File: src/rtl/fetch_queue.sv
// Instruction buffer between fetch and decode: in-order {pc, insnbits} FIFO with
// ROB flush, full back-pressure and a sticky halt once an HLT word is accepted.
module fetch_queue #(
    parameter int DEPTH      = 8,
    parameter int PC_WIDTH   = 64,
    parameter int INSN_WIDTH = 32,
    parameter logic [INSN_WIDTH-1:0] INSNBITS_HLT = 32'hD440_0000
) (
    input  logic                        in_clk,
    input  logic                        in_rst,
    input  logic                        in_rob_mispredict,
    input  logic                        in_f_done,
    input  logic [PC_WIDTH-1:0]         in_f_pc,
    input  logic [INSN_WIDTH-1:0]       in_f_insnbits,
    output logic                        out_f_stall,
    input  logic                        in_d_ready,
    output logic                        out_d_valid,
    output logic [PC_WIDTH-1:0]         out_d_pc,
    output logic [INSN_WIDTH-1:0]       out_d_insnbits,
    output logic [$clog2(DEPTH):0]      out_count,
    output logic                        out_halted
);

    localparam int PTR_W = $clog2(DEPTH);
    localparam int CNT_W = PTR_W + 1;

    typedef enum logic {ST_RUN, ST_HALTED} state_t;

    state_t             state_q, state_d;
    logic [PTR_W-1:0]   head_q, tail_q;
    logic [CNT_W-1:0]   count_q;
    logic               full;
    logic               enq, deq;

    logic [PC_WIDTH-1:0]   pc_mem   [DEPTH];
    logic [INSN_WIDTH-1:0] insn_mem [DEPTH];

    // Handshakes: fetch is accepted when in_f_done & ~out_f_stall; decode consumes
    // the head when out_d_valid & in_d_ready. A flush or reset cancels both.
    assign full        = (count_q == CNT_W'(DEPTH));
    assign out_f_stall = full | (state_q == ST_HALTED);
    assign out_d_valid = (count_q != '0);
    assign enq = in_f_done & ~out_f_stall & ~in_rob_mispredict & ~in_rst;
    assign deq = out_d_valid & in_d_ready & ~in_rob_mispredict & ~in_rst;

    assign out_d_pc       = out_d_valid ? pc_mem[head_q]   : '0;
    assign out_d_insnbits = out_d_valid ? insn_mem[head_q] : '0;
    assign out_count      = count_q;
    assign out_halted     = (state_q == ST_HALTED);

    always_comb begin
        state_d = state_q;
        if (in_rob_mispredict) begin
            state_d = ST_RUN;
        end else if (enq && (in_f_insnbits == INSNBITS_HLT)) begin
            state_d = ST_HALTED;
        end
    end

    always_ff @(posedge in_clk) begin
        if (in_rst) begin
            state_q <= ST_RUN;
        end else begin
            state_q <= state_d;
        end
    end

    always_ff @(posedge in_clk) begin
        if (in_rst || in_rob_mispredict) begin
            head_q  <= '0;
            tail_q  <= '0;
            count_q <= '0;
        end else begin
            if (enq) tail_q <= tail_q + PTR_W'(1);
            if (deq) head_q <= head_q + PTR_W'(1);
            count_q <= count_q + CNT_W'(enq) - CNT_W'(deq);
        end
    end

    // Storage is deliberately not reset; only the pointers define what is live.
    always_ff @(posedge in_clk) begin
        if (enq) begin
            pc_mem[tail_q]   <= in_f_pc;
            insn_mem[tail_q] <= in_f_insnbits;
        end
    end

endmodule

File: config.mk
export PLATFORM = sky130hd
export DESIGN_NAME = fetch_queue
export DESIGN_NICKNAME = d
export VERILOG_FILES = /design/src/rtl/fetch_queue.sv
export SDC_FILE = /design/constraint.sdc
export NUM_CORES = 1
export LEC_CHECK = 0
export ABC_AREA = 1
export ABC_CLOCK_PERIOD_IN_PS = 14900
export BUFFER_PORTS_ARGS = -buffer_cell sky130_fd_sc_hd__buf_2
export CAP_MARGIN = 30
export CORE_UTILIZATION = 55
export CTS_CLUSTER_SIZE = 40
export DETAILED_ROUTE_END_ITERATION = 16
export PLACE_DENSITY = 0.78
export SLEW_MARGIN = 30
export SYNTH_ARGS = -nofsm -noshare
export SYNTH_HDL_FRONTEND = slang
export SYNTH_SLANG_ARGS = --single-unit
File: constraint.sdc
create_clock -name in_clk -period 14.9 [get_ports in_clk]
set_clock_uncertainty 0.15 [all_clocks]
set_input_delay 4.47 -clock in_clk [delete_from_list [all_inputs] [get_ports in_clk]]
set_output_delay 4.47 -clock in_clk [all_outputs]
set_load 0.03 [all_outputs]
# == Yosys cells after proc, flatten, opt, wreduce, memory -nomap -nowiden ==
# Memories as Yosys holds them, arrays and structs flattened. A register that Yosys moved wholly into a read port is not among the register bits.
# Cells that the tools add are included.
# word_totals
register_bits,11
mem_bits_rw,768
elab_cells,34
memories,2
# classes
n_addsub,4
eq_ne,2
n_mux,8
n_bitwise,10
reduce_logical,4
# mem_list
memory,depth,width,rd,rd_ports_with_merged_regs,wr,line_no,text
pc_mem,8,64,1,1,1,35,logic [PC_WIDTH-1:0] pc_mem [DEPTH];
insn_mem,8,32,1,1,1,36,logic [INSN_WIDTH-1:0] insn_mem [DEPTH];
# ops
operator,count
64-bit 2-to-1 mux,1
"32-bit equality test, second input constant",1
32-bit 2-to-1 mux,1
3-bit 2-to-1 mux,4
"3-bit by 1-bit adder with 3-bit output, second input constant",2
1-bit bitwise AND,6
4-bit by 1-bit adder with 4-bit output,1
"4-bit equality test, second input constant",1
4-bit nonzero test,1
4-bit by 1-bit subtractor with 4-bit output,1
1-bit inverter,3
1-bit 2-to-1 mux,2
2-bit OR reduction,1
1-bit logical AND,1
1-bit logical OR,1
1-bit bitwise OR,1

# == Logic depth before layout (Yosys ltp) ==
# logic_depth
depth_word,8
ltp_mapped,15
mapped_depth_nobuf,15

# == Least setup slack after synthesis ==
# Ideal clock, no wire load.
# synth_timing
kind,input port to flip-flop
from,input in_rst
to,memory insn_mem[4][0] (enable)
t_arrival_ns,11.625
required_ns,14.081
setup_slack_ns,2.455
stages,5
path_cell_list,nor2_2 nand2_1 nor2_2 nand2_1 nor3_1
# synth_via
elab_chain_cells,4
# synth_lines
item,line_no,text
"start, declared",10,"input logic in_rst,"
1-bit inverter,43,assign enq = in_f_done & ~out_f_stall & ~in_rob_mispredict & ~in_rst;
1-bit bitwise AND,43,
1-bit 2-to-1 mux,82,if (enq) begin
1-bit 2-to-1 mux (implied by the code),84,insn_mem[tail_q] <= in_f_insnbits;
"end, declared",36,
# Every way passes these cells.

==> impl_metrics.csv <==
group,metric,value,unit
final_layout,post-route-util,0.6309,
clock_network,tritoncts,"done",
global_route,antenna_found_initial,12,
clock_network,postCtsSetupBuffers,0,
clock_network,clock_path_buffers,3,
sta,maxSlewViolCount,0,
sta,finalSetupTns,0,ns
yosys,synth_area,31170,sq um
routing,firstDrtPassIters,5,
clock_network,hold_buffers,0,
final_layout,fin_area,35030,sq um
yosys,yosys_register_bits,782,
routing,wl,69.83,mm
pwr,power.switching,0.0008827,W
pwr,clock_power_share,0.419,
pwr,power.total,0.004415,W
pwr,p_per_area,126.0,nW/um^2
sta,rsz0062_at_grt,"false",
critical_path,worst_path_max_delay_cell,"buf_4",
placed_design,gp_congestion,0.7596,
sta,setup_violations,0,
clock_network,cts-root-buf,"clkbuf_16",
routing,num_vias,19919,
routing,drtIter0Drc,2315,
yosys,yosysWarnings,0,
floorplan,core,55520,sq um
floorplan,die-area,57630,sq um
critical_path,rr_worst_depth,13,
critical_path,startpoint_type,"flip-flop",
pwr,combPwrFrac,0.032,
routing,via_per_inst,5.734,
final_layout,final_common_cell,"nor2_1",
yosys,synth_area_per_cell,12.43,sq um
critical_path,cpMostUsedCell,"nor2_1",
yosys,syn_inst,2507,
sta,relSlewSlack,0.1869,
global_route,gr-usage-all-layers,0.2442,
yosys,synth-seq-area-share,0.7489,
global_route,grt_pass1_wl,107.4,mm
floorplan,core.rowCount,86,
critical_path,worstSetupEndpointType,"primary output",
critical_path,critPathRequiredTime,10.28,ns
sta,period_minus_slack,8.447,ns
floorplan,fp.dieH,240.1,um
sta,finalHoldViolCount,0,
final_layout,fin_nets,2769,
clock_network,cts_sinks,782,
clock_network,cts_max_level,3,
global_route,grt_pass1_vias,19726,
critical_path,crit_path_max_incr_delay,0.89,ns
global_route,grt_max_degree,220,
placed_design,place_area,32580,sq um
critical_path,r2r_slack,10.97,ns
routing,drtAntennaViolNets,0,
pwr,switching_share,0.2000,
run_status,outcome,"finished, final reports clean",
critical_path,worstSetupPathDepth,9,
final_layout,layout-drive-gt1-share,0.1269,
critical_path,crit_chain,"buf_6 -> buf_4 -> nor2_1 -> nor2_1 -> o21ai_1 -> o211ai_1 -> nand2_1 -> nor2_1 -> buf_2",
placed_design,io_buffer_count,203,
critical_path,critPathArrivalTime,3.83,ns
pwr,leakage,11.97,nW
global_route,overflow,0,
critical_path,worstSetupPathType,"flip-flop to primary output",
critical_path,setup.worst_path.end,"out_d_pc[55]",
critical_path,crit_family,"buffers and inverters",
sta,fmax,118.4,MHz
critical_path,crit_fanout,113,
final_layout,area_delta_synth_final,12.38,%
clock_network,cts_buffers,76,
final_layout,layout_common_cells,"nor2_1, edfxtp_1, o21ai_0",
floorplan,start_util,0.5614,
critical_path,worst-path-buf-inv,3,
hold_path,worstHoldPathType,"flip-flop to flip-flop",
floorplan,die_w,240.1,um
clock_network,clock_latency,0.61,ns
critical_path,r2r-end,"out_count[2]",
floorplan,io_pins,204,
pwr,seqPwrFrac,0.550,
yosys,syn-num-nets,2617,
yosys,yosysUniqueCellTypes,26,
pwr,internal_power,0.003532,W
pwr,vdd_drop_max,0.08147,mV
flow_run,cap_violations,0,
clock_network,cts.clk_slew.worst_paths,0.06,ns
critical_path,worstReg2RegStart,"out_count[2]",
clock_network,post_cts_resize_count,0,
sta,post-route-period-util,0.5669,
routing,wire_per_inst,20.10,um
placed_design,dp_hpwl,35.48,mm
sta,tightest_slew,1.220,ns
routing,drcViolationCount,0,
## cells by family (layout without fill, tap and decap cells)
family | Yosys count | count (layout) | synth area share
DFF | 782 | 782 | 0.7489
adders and majority gates | 9 | 9 | 0.003854
other | 0 | 8 | 0
AOI/OAI and AO/OA | 583 | 583 | 0.1014
buffers and inverters | 194 | 405 | 0.03175
xor gates and xnor gates | 2 | 2 | 0.0005621
and+or+nand+nor | 937 | 937 | 0.1135
## power by group through the flow
stage               logic (W)  clock network, W  registers, W
finish               0.000139           0.00185       0.00243
global route         0.000154           0.00195       0.00243
CTS                  0.000139           0.00186       0.00243
detailed placement   0.000138                 0       0.00247
global placement     0.000132                 0       0.00247
floorplan           0.0000737                 0       0.00248
## registers in the layout (all words and copies together), names as in the netlist, named ones only
register / cells
insn_mem: 256
pc_mem: 512
head_q: 3
out_count: 4
out_halted: 1
tail_q: 3
## tightest hold or removal path: stages, from the launching register on
cell and delay [ns]:
dfxtp_1 0.32, inv_1 0.05, a21oi_1 0.06
## per-stage QoR
step                std cells  setup WS [ns]  hold slack, ns
floorplan                2507          2.455          0.2834
global placement         3327          6.997          0.2912
detailed placement       3327          6.921          0.3080
CTS                      3464          6.514          0.3181
global route             3470          6.266          0.3389
finish                   3474          6.453          0.3116
## synthesized netlist by cell type
cell / instances / share of area
clkbuf_4: 2 / 0.00048
clkbuf_1: 76 / 0.0092
and2_1: 2 / 0.00040
ha_1: 8 / 0.0032
buf_4: 8 / 0.0019
o211ai_1: 96 / 0.023
clkbuf_2: 12 / 0.0019
xor2_1: 2 / 0.00056
nor3_1: 4 / 0.00064
fa_1: 1 / 0.00064
inv_4: 1 / 0.00020
inv_1: 34 / 0.0041
edfxtp_1: 768 / 0.74
nand2_1: 129 / 0.016
dfxtp_1: 14 / 0.0090
nor2_1: 795 / 0.096
nand3_1: 5 / 0.00080
a21oi_1: 4 / 0.00064
o21ai_0: 248 / 0.040
a211oi_1: 1 / 0.00024
buf_2: 24 / 0.0039
buf_8: 1 / 0.00048
buf_6: 22 / 0.0079
o21ai_1: 234 / 0.038
buf_1: 14 / 0.0017
nor2_2: 2 / 0.00040
## worst min path at each step
stage                    from         to  slack [ns]  cells after the start
global placement    head_q[2]  flip-flop        0.29                      2
global route        head_q[2]  flip-flop        0.34                      2
floorplan           head_q[2]  flip-flop        0.28                      2
CTS                 head_q[2]  flip-flop        0.32                      2
detailed placement  head_q[2]  flip-flop        0.31                      2
finish              head_q[2]  flip-flop        0.31                      2
## layout make-up
type / instances / area (sq um)
antenna: 8 / 20.02
clock buffer: 97 / 2044
clock inverter: 40 / 329.1
fill: 4037 / 20500
inverter: 35 / 143.9
multi-input combinational: 1531 / 6899
sequential: 782 / 23350
tap: 748 / 935.9
timing repair buffer: 233 / 1301
## per-layer routing
layer,vias up,global-route usage,share of wire
li1,9208,-,-
met1,9778,0.3256,0.41
met2,791,0.3991,0.49
met3,128,0.04627,0.078
met4,14,0.09419,0.024
met5,-,0,0.0012
No activity file was read; power rests on OpenSTA's default activity.
